<file path="src/rtl/opfetch_pkg.sv">
// Shared constants, output-stage state and operand bundle for the operand-fetch stage.
package opfetch_pkg;

    localparam int unsigned DATA_W = 24;
    localparam int unsigned AW     = 3;
    localparam int unsigned NREG   = 1 << AW;
    localparam int unsigned OP_W   = 6;
    localparam int unsigned CNT_W  = 16;

    typedef enum logic {
        StEmpty,
        StFull
    } ostate_e;

    typedef struct packed {
        logic [OP_W-1:0]   op;
        logic [AW-1:0]     rd;
        logic              wr_rd;
        logic [DATA_W-1:0] a;
        logic [DATA_W-1:0] b;
    } bundle_t;

    function automatic logic [NREG-1:0] addr_onehot(input logic [AW-1:0] addr, input logic en);
        addr_onehot = en ? (NREG'(1) << addr) : '0;
    endfunction

endpackage

</file>
<file path="src/rtl/opfetch_scoreboard.sv">
// Pending-write scoreboard with a three-address hazard check.
// OPFETCH_BYPASS_EN lets a same-cycle clear release the hazard on that register.
module opfetch_scoreboard
    import opfetch_pkg::*;
(
    input  logic          clk_i,
    input  logic          rst_i,
    input  logic          set_en_i,
    input  logic [AW-1:0] set_addr_i,
    input  logic          clr_en_i,
    input  logic [AW-1:0] clr_addr_i,
    input  logic          chk1_en_i,
    input  logic [AW-1:0] chk1_addr_i,
    input  logic          chk2_en_i,
    input  logic [AW-1:0] chk2_addr_i,
    input  logic          chk3_en_i,
    input  logic [AW-1:0] chk3_addr_i,
    output logic          hazard_o
);

    logic [NREG-1:0] pending_q;
    logic [NREG-1:0] pending_d;
    logic [NREG-1:0] pending_chk;

    // Clear first, then set, so a colliding set wins.
    always_comb begin
        pending_d = pending_q & ~addr_onehot(clr_addr_i, clr_en_i);
        pending_d = pending_d | addr_onehot(set_addr_i, set_en_i);
    end

`ifdef OPFETCH_BYPASS_EN
    assign pending_chk = pending_q & ~addr_onehot(clr_addr_i, clr_en_i);
`else
    assign pending_chk = pending_q;
`endif

    assign hazard_o = (chk1_en_i & pending_chk[chk1_addr_i])
                    | (chk2_en_i & pending_chk[chk2_addr_i])
                    | (chk3_en_i & pending_chk[chk3_addr_i]);

    always_ff @(posedge clk_i) begin
        if (rst_i) begin
            pending_q <= '0;
        end else begin
            pending_q <= pending_d;
        end
    end

endmodule

</file>
<file path="src/rtl/operand_fetch.sv">
// Issue/operand-fetch stage: hazard-checked issue into a one-entry operand output register.
// OPFETCH_BYPASS_EN forwards same-cycle writeback data and releases matching hazards.
module operand_fetch
    import opfetch_pkg::*;
(
    input  logic              clk_i,
    input  logic              rst_i,
    input  logic              in_valid_i,
    output logic              in_ready_o,
    input  logic [OP_W-1:0]   in_op_i,
    input  logic [AW-1:0]     in_rd_i,
    input  logic [AW-1:0]     in_rs1_i,
    input  logic [AW-1:0]     in_rs2_i,
    input  logic              in_use_rs1_i,
    input  logic              in_use_rs2_i,
    input  logic              in_wr_rd_i,
    input  logic [DATA_W-1:0] in_imm_i,
    output logic [AW-1:0]     rf_sel_1_o,
    output logic [AW-1:0]     rf_sel_2_o,
    input  logic [DATA_W-1:0] rf_data_1_i,
    input  logic [DATA_W-1:0] rf_data_2_i,
    input  logic              wb_valid_i,
    input  logic [AW-1:0]     wb_addr_i,
    input  logic [DATA_W-1:0] wb_data_i,
    output logic              out_valid_o,
    input  logic              out_ready_i,
    output logic [OP_W-1:0]   out_op_o,
    output logic [AW-1:0]     out_rd_o,
    output logic              out_wr_rd_o,
    output logic [DATA_W-1:0] out_a_o,
    output logic [DATA_W-1:0] out_b_o,
    output logic              hazard_o,
    output logic [CNT_W-1:0]  stall_cnt_o
);

    ostate_e          state_q, state_d;
    bundle_t          out_q, out_d, bundle_in;
    logic [CNT_W-1:0] stall_q, stall_d;
    logic             sb_hazard, hazard, issue, fwd_1, fwd_2;
    logic [DATA_W-1:0] src_1, src_2;

    opfetch_scoreboard u_sb (
        .clk_i       (clk_i),
        .rst_i       (rst_i),
        .set_en_i    (issue & in_wr_rd_i),
        .set_addr_i  (in_rd_i),
        .clr_en_i    (wb_valid_i & ~rst_i),
        .clr_addr_i  (wb_addr_i),
        .chk1_en_i   (in_use_rs1_i),
        .chk1_addr_i (in_rs1_i),
        .chk2_en_i   (in_use_rs2_i),
        .chk2_addr_i (in_rs2_i),
        .chk3_en_i   (in_wr_rd_i),
        .chk3_addr_i (in_rd_i),
        .hazard_o    (sb_hazard)
    );

    assign hazard     = ~rst_i & in_valid_i & sb_hazard;
    assign in_ready_o = ~rst_i & ~hazard & (state_q == StEmpty | out_ready_i);
    assign issue      = in_valid_i & in_ready_o;

    assign rf_sel_1_o = in_rs1_i;
    assign rf_sel_2_o = in_rs2_i;

`ifdef OPFETCH_BYPASS_EN
    assign fwd_1 = wb_valid_i & (wb_addr_i == in_rs1_i);
    assign fwd_2 = wb_valid_i & (wb_addr_i == in_rs2_i);
`else
    assign fwd_1 = 1'b0;
    assign fwd_2 = 1'b0;
`endif

    assign src_1 = fwd_1 ? wb_data_i : rf_data_1_i;
    assign src_2 = fwd_2 ? wb_data_i : rf_data_2_i;

    always_comb begin
        bundle_in.op    = in_op_i;
        bundle_in.rd    = in_rd_i;
        bundle_in.wr_rd = in_wr_rd_i;
        bundle_in.a     = in_use_rs1_i ? src_1 : '0;
        bundle_in.b     = in_use_rs2_i ? src_2 : in_imm_i;
    end

    always_comb begin
        state_d = state_q;
        out_d   = out_q;
        unique case (state_q)
            StEmpty: begin
                if (issue) begin
                    state_d = StFull;
                    out_d   = bundle_in;
                end
            end
            StFull: begin
                if (out_ready_i) begin
                    if (issue) begin
                        out_d = bundle_in;
                    end else begin
                        state_d = StEmpty;
                    end
                end
            end
            default: state_d = StEmpty;
        endcase
    end

    assign stall_d = (hazard && stall_q != '1) ? stall_q + 1'b1 : stall_q;

    always_ff @(posedge clk_i) begin
        if (rst_i) begin
            state_q <= StEmpty;
            out_q   <= '0;
            stall_q <= '0;
        end else begin
            state_q <= state_d;
            out_q   <= out_d;
            stall_q <= stall_d;
        end
    end

    assign out_valid_o = (state_q == StFull);
    assign out_op_o    = out_q.op;
    assign out_rd_o    = out_q.rd;
    assign out_wr_rd_o = out_q.wr_rd;
    assign out_a_o     = out_q.a;
    assign out_b_o     = out_q.b;
    assign hazard_o    = hazard;
    assign stall_cnt_o = stall_q;

endmodule

</file>
<file path="config.mk">
export PLATFORM = sky130hd
export DESIGN_NAME = operand_fetch
export DESIGN_NICKNAME = d
export VERILOG_FILES = /design/src/rtl/opfetch_pkg.sv /design/src/rtl/opfetch_scoreboard.sv /design/src/rtl/operand_fetch.sv
export SDC_FILE = /design/constraint.sdc
export NUM_CORES = 1
export LEC_CHECK = 0
export CAP_MARGIN = 10
export CELL_PAD_IN_SITES_DETAIL_PLACEMENT = 1
export CELL_PAD_IN_SITES_GLOBAL_PLACEMENT = 2
export CORE_UTILIZATION = 35
export DETAILED_ROUTE_END_ITERATION = 16
export DONT_BUFFER_PORTS = 1
export GPL_ROUTABILITY_DRIVEN = 0
export HOLD_SLACK_MARGIN = 0.03
export PLACE_DENSITY_LB_ADDON = 0.1
export SYNTH_ARGS = -nofsm -noshare
export SYNTH_HDL_FRONTEND = slang
export SYNTH_SLANG_ARGS = --single-unit
export TNS_END_PERCENT = 5
</file>
<file path="constraint.sdc">
create_clock -name clk_i -period 2.8 [get_ports clk_i]
set_input_delay 0.14 -clock clk_i [delete_from_list [all_inputs] [get_ports clk_i]]
set_output_delay 0.14 -clock clk_i [all_outputs]
set_load 0.1 [all_outputs]
</file>
After elaboration in Yosys (flattened, before gate mapping)
Index checks and enable logic that the tools add are counted.

operators by class
  $lt $le $gt $ge = 3
  add/subtract/negate cells = 1
  mux-type cells = 16
  bitwise gates (word level) = 19
  reduce and logical (&&, ||, !) cells = 1
  equal/unequal tests = 2
  shifts and indexed selects = 2

operators with widths
  kind                     count
  $mux W58                 2
  $pmux W58 S2             1
  $mux W24                 2
  $add A16 B1 Y16 const B  1
  $mux W8                  2
  $ne A16 B16 Y1 const B   1
  $shl A1 B3 Y8 const A    2
  $lt A3 B4 Y1 const B     3
  $and A1 B1 Y1            10
  $bmux W1 S3              3
  $and A8 B8 Y8            1
  $not A8 Y8               1
  $or A8 B8 Y8             1
  $mux W1                  5
  $not A1 Y1               3
  $or A1 B1 Y1             3
  $ne A2 B2 Y1 const B     1
  $pmux W1 S2              1
  $logic_and A1 B1 Y1      1

storage, ports and cells
  flip-flop bits (word level) = 83
  input bits = 122
  output and inout bits = 83
  logic and storage cells = 52

Logic depth before layout (Yosys ltp)
Gate-level depths: netlist of run 1.

  depth after elaboration = 13
  depth in mapped cells = 9
  mapped depth without buffers = 7

Modules after synthesis
Synthesis of run 1 repeated with hierarchy kept, for this count alone.

unflattened totals
  cell total of the unflattened synthesis = 437
  area total of the unflattened synthesis = 3742.3 um2

modules (own cells, without submodules)
  module              area each (um2)  times used  sequential area each (um2)  cells an instance
  operand_fetch       3164.3           1           1501.4                      367
  opfetch_scoreboard  578.1            1           160.2                       70

Worst setup path after synthesis of run 1
Ideal clock, no wire load.

  kind = reg-to-output
  start = reg u_sb.pending_q[3], in the netlist u_sb.pending_chk[3]
  end = out in_ready_o
  cell stages (with the launch flop) = 5
  setup slack = -1593 ps
  data arrival time = 4253 ps
  path buffers = 0
  cells stage by stage = dfxtp_1 -> mux4_2 -> a22oi_4 -> o211ai_1 -> nor3_1

between the ends
  word-level cells in the longest chain between the ends = 9
  elaborated cells on any way between the ends = 15

RTL lines
  element                           line                                                source
  start, declared                   opfetch_scoreboard.sv:21                            logic [NREG-1:0] pending_q;
  start signal, assigned            opfetch_scoreboard.sv:45                            pending_q <= pending_d;
  $bmux W1 S3 (on tied branches)    opfetch_scoreboard.sv:37, opfetch_scoreboard.sv:38
  $mux W1 (on tied branches)        opfetch_scoreboard.sv:37, opfetch_scoreboard.sv:38
  $and A1 B1 Y1 (on tied branches)  opfetch_scoreboard.sv:37, opfetch_scoreboard.sv:38
  $or A1 B1 Y1                      opfetch_scoreboard.sv:38                            | (chk2_en_i & pending_chk[chk2_addr_i])
  $or A1 B1 Y1 (*)                  opfetch_scoreboard.sv:39                            | (chk3_en_i & pending_chk[chk3_addr_i]);
  $and A1 B1 Y1 (*)                 operand_fetch.sv:58                                 assign hazard = ~rst_i & in_valid_i & sb_hazard;
  named net hazard_o                operand_fetch.sv:32                                 output logic hazard_o,
  $not A1 Y1 (*)                    operand_fetch.sv:59                                 assign in_ready_o = ~rst_i & ~hazard & (state_q == StEmpty | out_ready_i);
  $and A1 B1 Y1 (*) (2 in a row)    operand_fetch.sv:59
  end, declared                     operand_fetch.sv:9                                  output logic in_ready_o,

The timed path passes the listed nets; every way through them passes the cells marked *. The select of a mux whose other input is x is not followed.

Worst setup path after layout of run 1
  start = reg u_sb.pending_q[3], in the netlist u_sb.pending_chk[3]
  end = reg out_q (netlist bit out_a_o[22])

between the ends
  word-level cells in the longest chain between the ends = 13
  elaborated cells on any way between the ends = 19

RTL lines
  element                           line                                                source
  $bmux W1 S3 (on tied branches)    opfetch_scoreboard.sv:37, opfetch_scoreboard.sv:38
  $mux W1 (on tied branches)        opfetch_scoreboard.sv:37, opfetch_scoreboard.sv:38
  $and A1 B1 Y1 (on tied branches)  opfetch_scoreboard.sv:37, opfetch_scoreboard.sv:38
  $or A1 B1 Y1                      opfetch_scoreboard.sv:38
  $or A1 B1 Y1 (*)                  opfetch_scoreboard.sv:39
  $and A1 B1 Y1 (*)                 operand_fetch.sv:58
  $not A1 Y1 (*)                    operand_fetch.sv:59
  $and A1 B1 Y1 (*) (2 in a row)    operand_fetch.sv:59
  $and A1 B1 Y1 (*)                 operand_fetch.sv:60                                 assign issue = in_valid_i & in_ready_o;
  $mux W58 (*)                      -
  $mux W58                          -
  $pmux W58 S2 (*)                  -
  end signal, assigned              operand_fetch.sv:116                                out_q <= out_d;
  end, declared                     operand_fetch.sv:37                                 bundle_t out_q, out_d, bundle_in;

Every way passes the cells marked *; elsewhere a longest branch is shown, timed or not. The select of a mux whose other input is x is not followed.
A chain may end at the register's enable or synchronous reset.

==> results of run 1 <==
-- sequential cells by signal (all words and copies together) (netlist names) --
signal            cells
out_a_o              24
out_b_o              24
stall_cnt_o          16
u_sb.pending_chk      8
out_op_o              6
out_rd_o              3
out_valid_o           1
out_wr_rd_o           1
-- cell families (layout without fill, tap and decap cells) --
logic type	Yosys count	after routing	share of synthesized area
compound gates	103	103	0.2070
simple gates	160	160	0.1959
fa+ha+maj	1	1	0.003165
mux	38	38	0.1083
xor+xnor	2	2	0.004433
flops	83	83	0.4204
buf+inv	42	141	0.06078
-- stage by stage --
step | setup slack (ns) | cells | power [mW]
2_1_floorplan | -1.536 | 429 | 1.859
3_3_place_gp | 0.4971 | 610 | 1.892
3_5_place_dp | 0.4338 | 610 | 1.903
4_1_cts | 0.01944 | 665 | 3.178
5_1_grt | 0.06603 | 668 | 3.278
6_report | 0.2000 | 668 | 3.140
-- area by class of cell --
cell class,count,share of cell area
clock buffer,12,0.04664
clock inverter,4,0.009470
inverter,4,0.002841
multi-input combinational,304,0.3899
sequential,83,0.3144
tap,140,0.03314
timing repair buffer,121,0.2036
-- routing by layer --
metal  vias up  global-route usage  share of wire
li1       1723                   -              -
met1      1686              0.2357           0.42
met3         7             0.06148          0.065
met5         -                   0              0
met2        96              0.3490           0.51
met4         0             0.06081         0.0095
-- cells in the final DEF (no fill, tap or decap), types with 4 or more instances in the layout --
cell type,count
a211oi_1,5
a211oi_2,19
a21oi_1,39
and3_1,6
and4_1,4
buf_4,79
clkbuf_16,9
dfxtp_1,83
dlygate4sd3_1,38
inv_1,4
mux2_4,4
mux2i_1,30
nand2_1,56
nand3_1,32
nor2_1,35
o211ai_1,9
o21ai_0,10
o31ai_1,4
-- power groups by stage --
stage	Clock, mW	Combinational, mW	Sequential [mW]
finish	1.19	0.701	1.25
global route	1.29	0.734	1.26
CTS	1.23	0.699	1.25
detailed placement	0	0.625	1.28
global placement	0	0.616	1.28
floorplan	0	0.257	1.60
-- how the worst max path moves through the flow --
| stage | endpoint | start | slack, ns | cells after the start |
|---|---|---|---|---|
| floorplan | in_ready_o | u_sb.pending_chk[3] | -1.54 | 4 |
| global placement | stall_cnt_o[10] | stall_cnt_o[0] | 0.50 | 7 |
| detailed placement | stall_cnt_o[12] | stall_cnt_o[0] | 0.43 | 7 |
| CTS | out_a_o[22] | u_sb.pending_chk[3] | 0.02 | 7 |
| global route | out_a_o[22] | u_sb.pending_chk[6] | 0.07 | 8 |
| finish | out_a_o[22] | u_sb.pending_chk[3] | 0.20 | 7 |
-- timing repair --
action,in CTS,in global routing
hold buffers,39,0
endpoints found under the hold margin,75,0
resized for setup,0,0
endpoints found under the setup margin,0,2
buffers inserted,0,3
==> metrics.yaml, run 1 <==
syn_nets: 552
cts_tree: "yes"
p_int_mw: 2.132
nets: 646
skew_ns: 0.005715
clockRootBuffer: "clkbuf_16"
rr_worst_depth: 7
yosysMostFrequentCell: "dfxtp_1"
power.share.clock: 0.378
syn_to_final_growth_pct: 33.71
pwr-share-comb: 0.223
slew_headroom: 0.3448
ys_warn_count: 0
grt_max_degree: 70
final_antenna_net_count: 0
numCtsBuffers: 9
switchingPower_mw: 1.008
rsz0062_at_grt: "false"
setup_viol: 0
cp_top_family: "buffers and inverters"
seqCellArea_um2: 1662
fin_crit_sh: 0.9286
crit_buf_inv: 2
status: "complete, no violations"
hold_class: "input port to register"
crit_type: "register to register"
grt_pass1_wl_um: 17840
hold_end: "u_sb.pending_chk[0]"
endpoint_kind: "register"
vias: 3512
crit_arrival_ns: 2.86
netlist_instances: 429
p_sw_frac: 0.3211
fin_setup_tns_ns: 0
vias_per_cell: 5.257
htree_num_levels: 3
drc: 0
fmax_mhz: 384.6
ir_drop_mv: 0.3581
cp_max_fo: 20
cp_slowest_stage_delay_ns: 0.62
async_flop_share: 0
num_antenna_cells: 0
synth_seq_cells: 83
drv_slew: 0
drt_pass1_iterations: 4
first_global_vias: 3450
yosys-top-cells-area: "dfxtp_1 42%, mux2i_1 7.6%, a211oi_2 6.0%"
hold_ws_ns: 0.05212
synth-edff-count: 0
die_w_um: 108.3
maxCapViolCount: 0
wl_per_cell_um: 17.77
critPathLaunchType: "register"
drt_iter0_markers: 127
fillers: 1255
tightest_slew_ns: 0.9814
track_usage: 0.2006
dieArea_um2: 11720
wl_um: 11870
p_leak_nw: 2.100
io_buffers: 0
io_pins: 205
crit_chain: "mux4_2 -> a22oi_4 -> o2111a_2 -> buf_4 -> nand3_1 -> dlygate4sd3_1 -> a21oi_1"
crit-reg2reg-capture: "out_a_o[22]"
dieHeight_um: 108.3
cts.path.max_buffers: 2
min_from: "wb_addr_i[0]"
cts.clk_slew.worst_paths_ns: 0.06
synth_cell_types: 53
whs_path_depth: 2
design_area_um2: 5285
start_util: 0.3614
fin_crit_ns: 2.600
synth_top_cells_by_count: "83 x dfxtp_1, 56 x nand2_1, 39 x a21oi_1"
cts_num_sinks: 83
multi_input_area_um2: 2061
layout-drive-gt1-share: 0.2538
post-route-util: 0.4833
dp_hpwl_um: 7739
synth_top_area_frac: 0.4204
placed_area_um2: 4558
crit_path_top_delay_cell: "dlygate4sd3_1"
hold_violations: 0
syn_avg_cell_area_um2: 9.213
p_seq_frac: 0.399
cp.required_ns: 3.06
core_area_um2: 10940
row_count: 38
synth_seq_area_share: 0.4204
syn_area_um2: 3953
rr_startpoint: "u_sb.pending_chk[3]"
regToRegSetupSlack_ns: 0.20
synth_top_cell_by_area: "dfxtp_1"
antenna_found_initial: 0
pwr_density_cell_nw_per_um2: 594.1
clk_latency_ns: 0.33
grt_overflow: 0
synthFlopType: "dfxtp_1"
(Power assumes the default switching activity.)
==> inputs of run 2 (changes only) <==
--- a/config.mk
+++ b/config.mk
@@ -14,5 +14,5 @@
 export GPL_ROUTABILITY_DRIVEN = 0
 export HOLD_SLACK_MARGIN = 0.03
-export PLACE_DENSITY_LB_ADDON = 0.1
+export PLACE_DENSITY = 0.81
 export SYNTH_ARGS = -nofsm -noshare
 export SYNTH_HDL_FRONTEND = slang
==> constraint.sdc (replaced) <==
create_clock -name clk_i -period 2.8 [get_ports clk_i]
set_input_delay 0.14 -clock clk_i [delete_from_list [all_inputs] [get_ports clk_i]]
set_output_delay 0.14 -clock clk_i [all_outputs]
set_load 0.005 [all_outputs]
==> run 2 against run 1 <==
  * Count of clock-buffer cells in the layout fell by 3
  * Largest power group is now clock
  * Utilization shrank 5.4 points
  * Cell count decreased by 12%
  * Highest routed layer unchanged
  * Final area decreased by 11%
==> metrics.yaml, run 2 (synthesized netlist as in run 1, its figures left out) <==
maxCapViolCount: 0  # unchanged
fin_setup_tns_ns: 0  # unchanged
design_area_um2: 4695  # was 5285 um^2
cts.path.max_buffers: 2  # unchanged
hold_ws_ns: 0.04029  # was 0.05212 ns
layout-drive-gt1-share: 0.1286  # was 0.2538
cts_tree: "yes"  # unchanged
cp_max_fo: 34  # was 20
dieHeight_um: 108.3  # unchanged
nets: 569  # was 646
setup_viol: 0  # unchanged
grt_overflow: 0  # unchanged
crit_arrival_ns: 2.90  # was 2.86 ns
rr_startpoint: "u_sb.pending_chk[7]"  # was u_sb.pending_chk[3]
status: "complete, no violations"  # unchanged
post_cts_buffers: 0  # unchanged
drc: 0  # unchanged
fin_crit_ns: 2.610  # was 2.600 ns
pwr_density_cell_nw_per_um2: 616.1  # was 594.1 nW/um^2
drt_pass1_iterations: 4  # unchanged
htree_num_levels: 3  # unchanged
final_common_cell: "dfxtp_1"  # unchanged
rsz0062_at_grt: "false"  # unchanged
p_seq_frac: 0.438  # was 0.399
start_util: 0.3614  # unchanged
drv_slew: 0  # unchanged
fmax_mhz: 383.2  # was 384.6 MHz
hold_class: "input port to register"  # unchanged
core_area_um2: 10940  # unchanged
cp.required_ns: 3.09  # was 3.06 ns
first_global_vias: 3249  # was 3450
highest_layer: "met4"  # unchanged
clockRootBuffer: "clkbuf_16"  # unchanged
endpoint_kind: "register"  # unchanged
dieArea_um2: 11720  # unchanged
io_pins: 205  # unchanged
numCtsBuffers: 9  # unchanged
p_leak_nw: 1.697  # was 2.100 nW
cts.clk_slew.worst_paths_ns: 0.06  # about the same
p_sw_frac: 0.2331  # was 0.3211
tightest_slew_ns: 0.8960  # was 0.9814 ns
switchingPower_uw: 674.2  # was 1.008 mW
fin_crit_sh: 0.9320  # was 0.9286
final_cell_mix: "83 x dfxtp_1, 56 x nand2_1, 39 x a21oi_1"  # was 83 x dfxtp_1, 79 x buf_4, 56 x nand2_1
antenna_found_initial: 0  # unchanged
critPathLaunchType: "register"  # unchanged
wl_per_cell_um: 19.27  # was 17.77 um
multi_input_area_um2: 2056  # was 2061 um^2
slew_headroom: 0.4007  # was 0.3448
fillers: 1253  # was 1255
pwr-share-comb: 0.092  # was 0.223
hold_violations: 0  # unchanged
row_count: 38  # unchanged
min_from: "in_imm_i[14]"  # was wb_addr_i[0]
clk_latency_ns: 0.35  # was 0.33 ns
final_antenna_net_count: 0  # unchanged
power.share.clock: 0.470  # was 0.378
cts_num_sinks: 83  # unchanged
wl_met2_um: 5597  # was 6012 um
p_int_mw: 2.218  # was 2.132 mW
dr_wl_met3_um: 920  # was 774 um
drt_iter0_markers: 153  # was 127
vias: 3302  # was 3512
syn_to_final_growth_pct: 18.77  # was 33.71%
wl_met1_um: 4617  # was 4968 um
vias_per_cell: 5.587  # was 5.257
crit_type: "register to register"  # unchanged
wl_um: 11390  # was 11870 um
grt_max_degree: 70  # unchanged
seqCellArea_um2: 1662  # unchanged
dp_hpwl_um: 7382  # was 7739 um
cp-startpoint: "u_sb.pending_chk[7]"  # was u_sb.pending_chk[3]
ir_drop_mv: 0.3654  # was 0.3581 mV
die_w_um: 108.3  # unchanged
io_buffers: 0  # unchanged
num_antenna_cells: 0  # unchanged
skew_ns: 0.004664  # was 0.005715 ns
grt_pass1_wl_um: 17080  # was 17840 um
track_usage: 0.1922  # was 0.2006
placed_area_um2: 3945  # was 4558 um^2
run 2: cell count changes in the layout (fill, tap and decap cells not counted):
| cell | delta |
|---|---|
| bufinv_16 | +2 |
| clkbuf_8 | -1 |
| clkinv_2 | +1 |
| buf_16 | -2 |
| buf_12 | -1 |
| nor3_1 | +1 |
| clkbuf_1 | -2 |
| buf_4 | -74 |
| clkinv_4 | +1 |
| clkinvlp_4 | -1 |
| nor3_2 | -1 |
run 2: power by group through the flow:
stage	clock network, mW	logic, mW	registers (mW)
detailed placement	0	0.192	1.29
global route	1.44	0.292	1.27
CTS	1.39	0.266	1.27
global placement	0	0.182	1.29
finish	1.36	0.265	1.27
floorplan	0	0.209	1.28
run 2: metal layers:
layer / vias up / track usage
li1: 1578 / -
met1: 1580 / 0.2220
met2: 121 / 0.3203
met3: 23 / 0.06209
met4: 0 / 0.09266
met5: - / 0
run 2: final timing paths:
path / endpoint / cells after the start / slack (ns)
setup / recovery: out_a_o[19] / 8 / 0.19
setup reg to reg: out_a_o[19] / 8 / 0.19
hold reg to reg: out_a_o[9] / 2 / 0.47
hold / removal: out_b_o[14] / 2 / 0.04
run 2: what timing repair did:
item / in CTS / in global routing
hold buffers: 39 / 0
hold endpoints to repair: 75 / 0
resized for setup: 0 / 0
run 2: worst max-delay path, cell delays in order (launching register included):
cell and delay [ns]:
dfxtp_1 0.39, mux2_1 0.16, a2bb2oi_1 0.23, or3b_1 0.44, o2111ai_2 0.11, buf_4 0.36
nand2_1 0.10, a21oi_1 0.16, dlygate4sd3_1 0.57
run 2: layout make-up:
cell class / instances / area share
Clock inverter: 7 / 0.02479
Clock buffer: 9 / 0.04797
Inverter: 4 / 0.003198
Tap cell: 140 / 0.03731
Multi-Input combinational cell: 304 / 0.4379
Timing Repair Buffer: 44 / 0.09488
Sequential cell: 83 / 0.3539
run 2: metrics by stage:
| step | power [mW] | setup WS, ns | cells | utilization |
|---|---|---|---|---|
| after floorplan | 1.490 | 0.6570 | 429 | - |
| after global placement | 1.474 | 0.4175 | 536 | 0.3608 |
| after detailed placement | 1.486 | 0.3508 | 536 | 0.3608 |
| after CTS | 2.927 | 0.1768 | 591 | 0.4293 |
| after global routing | 3.007 | 0.03893 | 591 | 0.4293 |
| final | 2.892 | 0.1903 | 591 | 0.4293 |
